<file path="src/rtl/periph_timer.sv">
// rtl/periph_timer.sv - 16-bit memory-mapped timer with prescaler, up/continuous/up-down modes and IRQ
module periph_timer #(
    parameter logic [15:0] ADDR_CTL  = 16'h0160,
    parameter logic [15:0] ADDR_TR   = 16'h0170,
    parameter logic [15:0] ADDR_CCR0 = 16'h0172
) (
    input  logic        clk,
    input  logic        rst,
    input  logic [15:0] MAB_in,
    input  logic [15:0] MDB_in,
    input  logic        MW,
    input  logic        BW,
    output logic        PER_sel,
    output logic [15:0] PER_out,
    output logic        IRQ
);
    logic [1:0]  r_id;
    logic [1:0]  r_mc;
    logic        r_tie;
    logic        r_tifg;
    logic        r_dir_down;
    logic [15:0] r_tr;
    logic [15:0] r_ccr0;
    logic [2:0]  r_pre;

    logic        w_hit_ctl, w_hit_tr, w_hit_ccr0;
    logic        w_wr_ctl, w_wr_tr, w_wr_ccr0;
    logic [15:0] w_ctl_rd, w_rd_word;
    logic [15:0] w_ctl_wdata, w_tr_wdata, w_ccr0_wdata;
    logic [2:0]  w_pre_last, w_pre_next;
    logic        w_tick;
    logic [15:0] w_tr_next;
    logic        w_dir_next;
    logic        w_tifg_hw;

    function automatic logic [15:0] f_merge(input logic [15:0] old_v, input logic [15:0] data,
                                            input logic byte_wr, input logic odd);
        if (!byte_wr)
            return data;
        if (odd)
            return {data[7:0], old_v[7:0]};
        return {old_v[15:8], data[7:0]};
    endfunction

    assign w_hit_ctl  = (MAB_in[15:1] == ADDR_CTL[15:1]);
    assign w_hit_tr   = (MAB_in[15:1] == ADDR_TR[15:1]);
    assign w_hit_ccr0 = (MAB_in[15:1] == ADDR_CCR0[15:1]);
    assign w_wr_ctl   = MW & w_hit_ctl;
    assign w_wr_tr    = MW & w_hit_tr;
    assign w_wr_ccr0  = MW & w_hit_ccr0;

    // TCLR is an action bit: it is never stored, so it always reads back 0
    assign w_ctl_rd     = {6'b0, r_id, 2'b0, r_mc, 2'b0, r_tie, r_tifg};
    assign w_ctl_wdata  = f_merge(w_ctl_rd, MDB_in, BW, MAB_in[0]);
    assign w_tr_wdata   = f_merge(r_tr, MDB_in, BW, MAB_in[0]);
    assign w_ccr0_wdata = f_merge(r_ccr0, MDB_in, BW, MAB_in[0]);

    always_comb begin
        w_rd_word = 16'h0000;
        if (w_hit_ctl)
            w_rd_word = w_ctl_rd;
        else if (w_hit_tr)
            w_rd_word = r_tr;
        else if (w_hit_ccr0)
            w_rd_word = r_ccr0;
    end

    assign PER_sel = w_hit_ctl | w_hit_tr | w_hit_ccr0;
    assign PER_out = !PER_sel ? 16'h0000 :
                     BW       ? {8'h00, (MAB_in[0] ? w_rd_word[15:8] : w_rd_word[7:0])} :
                                w_rd_word;
    assign IRQ     = r_tie & r_tifg;

    always_comb begin
        case (r_id)
            2'd0:    w_pre_last = 3'd0;
            2'd1:    w_pre_last = 3'd1;
            2'd2:    w_pre_last = 3'd3;
            default: w_pre_last = 3'd7;
        endcase
    end

    assign w_tick     = (r_mc != 2'b00) && (r_pre == w_pre_last);
    assign w_pre_next = (r_mc == 2'b00) ? r_pre : (w_tick ? 3'd0 : r_pre + 3'd1);

    always_comb begin
        w_tr_next  = r_tr;
        w_dir_next = r_dir_down;
        w_tifg_hw  = 1'b0;
        if (w_tick) begin
            case (r_mc)
                2'b01: begin
                    if (r_tr >= r_ccr0) begin
                        w_tr_next = 16'h0000;
                        w_tifg_hw = 1'b1;
                    end else begin
                        w_tr_next = r_tr + 16'd1;
                    end
                end
                2'b10: begin
                    w_tr_next = r_tr + 16'd1;
                    w_tifg_hw = (r_tr == 16'hFFFF);
                end
                2'b11: begin
                    // A zero period parks the counter at 0 without flagging
                    if (r_ccr0 == 16'h0000) begin
                        w_tr_next  = 16'h0000;
                        w_dir_next = 1'b0;
                    end else if (!r_dir_down) begin
                        if (r_tr >= r_ccr0) begin
                            w_dir_next = 1'b1;
                            w_tr_next  = r_ccr0 - 16'd1;
                        end else begin
                            w_tr_next = r_tr + 16'd1;
                        end
                    end else if (r_tr == 16'd1) begin
                        w_tr_next  = 16'h0000;
                        w_tifg_hw  = 1'b1;
                        w_dir_next = 1'b0;
                    end else if (r_tr == 16'd0) begin
                        w_tr_next  = 16'd1;
                        w_dir_next = 1'b0;
                    end else begin
                        w_tr_next = r_tr - 16'd1;
                    end
                end
                default: ;
            endcase
        end
    end

    always_ff @(posedge clk) begin
        if (rst) begin
            r_id       <= 2'b00;
            r_mc       <= 2'b00;
            r_tie      <= 1'b0;
            r_tifg     <= 1'b0;
            r_dir_down <= 1'b0;
            r_tr       <= 16'h0000;
            r_ccr0     <= 16'h0000;
            r_pre      <= 3'd0;
        end else begin
            r_pre      <= w_pre_next;
            r_tr       <= w_tr_next;
            r_dir_down <= w_dir_next;
            r_tifg     <= r_tifg | w_tifg_hw;
            if (w_wr_ctl) begin
                r_id   <= w_ctl_wdata[9:8];
                r_mc   <= w_ctl_wdata[5:4];
                r_tie  <= w_ctl_wdata[1];
                r_tifg <= w_ctl_wdata[0] | w_tifg_hw;
                if (w_ctl_wdata[2]) begin
                    r_tr       <= 16'h0000;
                    r_pre      <= 3'd0;
                    r_dir_down <= 1'b0;
                end
            end
            // Bus write to TR wins over the counting update computed above
            if (w_wr_tr)
                r_tr <= w_tr_wdata;
            if (w_wr_ccr0)
                r_ccr0 <= w_ccr0_wdata;
        end
    end
endmodule

</file>
<file path="config.mk">
export PLATFORM = sky130hd
export DESIGN_NAME = periph_timer
export DESIGN_NICKNAME = d
export VERILOG_FILES = /design/src/rtl/periph_timer.sv
export SDC_FILE = /design/constraint.sdc
export NUM_CORES = 1
export LEC_CHECK = 0
export ABC_AREA = 1
export CORE_MARGIN = 1
export CORE_UTILIZATION = 47
export CTS_CLUSTER_DIAMETER = 30
export DETAILED_ROUTE_END_ITERATION = 12
export GPL_TIMING_DRIVEN = 0
export PLACE_DENSITY = 0.74
export SETUP_SLACK_MARGIN = 0.2
export SYNTH_ARGS = -nofsm -noshare
export SYNTH_HDL_FRONTEND = slang
export SYNTH_SLANG_ARGS = --single-unit
</file>
<file path="constraint.sdc">
create_clock -name clk -period 6.3 [get_ports clk]
set_input_delay 1.26 -clock clk [delete_from_list [all_inputs] [get_ports clk]]
set_output_delay 1.26 -clock clk [all_outputs]
set_load 0.05 [all_outputs]
</file>
==> out/metrics.yaml <==
synth_area_leaders: "dfxtp_1, nand2_1, a21oi_1"
p_leak_uw: 0.00234
drc: 0
synthArstFlopShare: 0
crit_type: "primary input to output pin"
via_count: 5550
n_antenna_cell: 0
critical_path.top_delay_family: "buffers and inverters"
grt_overflow_total: 0
cts-root-buf: "clkbuf_8"
status: "completed"
clock_latency_ns: 0.30
ant_nets: 0
fin_crit_ns: 5.33
dp_hpwl_um: 13500
dr.pass1.iters: 6
synth_ff_type: "dfxtp_1"
grt_pass1_wl_um: 26900
synth_edf_count: 0
htreeDepth: 2
syn-instance-count: 753
routed_wl_um: 16900
rsz0062_at_grt: "no"
synth_top_area_frac: 0.189
start_util: 0.485
relSlewSlack: 0.320
startpoint_type: "primary input"
synth_commonest_cells: "nand2_1, a21oi_1, o21ai_0"
ys_seq_elements: 42
synthesis.area_um2: 4460
hold_path_class: "flip-flop to flip-flop"
num-fill-cells: 956
max_freq_mhz: 188
clk_path_buf_depth: 2
portBuffers: 53
drtIter0Drc: 650
die_w_um: 99.4
fin_skew_ns: 0.0121
seq_area_frac_synth: 0.189
cp_num_buf_inv: 3
post_cts_resized: 0
drv_cap: 0
grt_max_degree: 13
synth_most_common_cell: "nand2_1"
worstPathCellList: "clkdlybuf4s50_1 -> nor3_2 -> nand3_2 -> nor2_4 -> nand2_1 -> clkbuf_1 -> o21ai_0 -> nand2_1 -> a21oi_1 -> clkdlybuf4s50_1"
layout_setup_ws_ns: 0.968
syn_avg_cell_area_um2: 5.92
cp_data_arrival_time_ns: 4.07
area_growth_pct: 17.5
wl_per_cell_um: 18.3
cp_data_required_time_ns: 5.04
endpoint_kind: "output pin"
cp_slowest_cell: "clkdlybuf4s50_1"
place_ws_ns: 1.04
power.density_nw_per_um2: 105
place_congestion: 0.988
ios: 54
setup_tns_ns: 0
synth_cell_type_count: 41
tightest_slew_ns: 1.02
yosys_warnings: 0
clk_pin_slew_ns: 0.08
viasPerCell: 6.01
post-cts-setup-buffers: 0
finish.net_count: 872
peakVddDrop_uv: 112
hold_violations: 0
core_um2: 9200
slew_viol_final: 0
finalSetupViolCount: 0
antenna_found_initial: 0
post-route-period-util: 0.846
synth_fp_nets: 812
drive_gt1_frac: 0.0590
cts.sinks: 42
path_max_fanout: 10
cts_buffers: 5
rows: 35
first_global_vias: 5212
cts_tree: "done"
hold_buffers: 0
dieArea_um2: 9880
max_stage_delay_ns: 0.82
die_h_um: 99.4
synth_top_cell_by_area: "dfxtp_1"
grt_use_total: 0.350
-- cells by family (layout without fill, tap and decap cells) --
| family | after synthesis | count (layout) | share of synthesized area |
|---|---|---|---|
| flops | 42 | 42 | 0.189 |
| simple gates | 339 | 339 | 0.333 |
| compound gates | 209 | 209 | 0.257 |
| fa+ha+maj | 23 | 23 | 0.0646 |
| xor+xnor | 27 | 27 | 0.0530 |
| buf+inv | 113 | 173 | 0.104 |
-- through the flow --
stage	area (µm²)	total power (µW)	util	hold slack, ns	cells
after floorplan	4460	291	-	0.456	753
after global routing	5240	559	0.570	0.531	924
final	5240	549	0.570	0.499	924
after global placement	5130	325	0.558	0.470	917
after detailed placement	5130	326	0.558	0.496	917
after CTS	5240	543	0.570	0.506	924
-- cells in the final DEF (no fill, tap or decap), drive strengths merged, types with 2 or more instances in the layout --
cell and instances:
xor2 26, clkinv 5, dfxtp 42, a22oi 3, a21oi 94, inv 79, buf 15, o22ai 4
nand2 188, nor4 2, clkbuf 20, nor3 11, a22o 3, nor2 72, clkdlybuf4s50 53, a211oi 2
nand3 50, a31oi 4, ha 23, o21ai 85, o211ai 12, or2 2, nand4 13
-- flip-flops by register name (all words and copies together), names as in the netlist --
signal      cells
r_dir_down      1
r_mc            2
r_id            2
r_ccr0         16
r_tifg          1
r_tie           1
r_tr           16
r_pre           3
-- final timing paths --
| kind | cells after the start | endpoint | slack (ns) | start |
|---|---|---|---|---|
| worst min-delay path | 2 | r_pre[1] | 0.50 | r_pre[1] |
| worst max register to register | 14 | r_tifg | 3.19 | r_tr[0] |
| worst max-delay path | 10 | PER_out[1] | 0.97 | MAB_in[14] |
| worst min register to register | 2 | r_pre[1] | 0.50 | r_pre[1] |
-- routing by layer --
layer	part of all wire	wire length [µm]	track usage	up-vias
met3	0.091	1550	0.0358	60
met1	0.42	7110	0.467	2483
met5	0	0	0	-
met4	0.047	799	0.182	0
li1	-	-	-	2634
met2	0.44	7470	0.560	373
-- worst min-delay path: cells and delay by family (launching register included) --
family | cells | cell delay (ns)
AO/OA/AOI/OAI | 1 | 0.06
AND/OR/NAND/NOR | 1 | 0.07
flip-flops | 1 | 0.33
-- layout make-up --
cell class              instances  area (µm²)  share of cell area
clock inverters                 1        30.0             0.00573
flip-flops and latches         42         841               0.160
multi-input cells             598        3150               0.602
well taps                     111         139              0.0265
repair buffers                 53         531               0.101
inverters                      84         315              0.0602
clock buffers                   6        82.6              0.0158
plain buffers                  29         149              0.0284
-- power breakdown --
part           leakage [µW]  total [µW]  internal [µW]  switching [µW]
Clock             0.0000573         227            127             100
Sequential         0.000338         265            265          0.0133
Combinational       0.00195        56.5           25.8            30.7
Power figures use the tool's default switching activity.
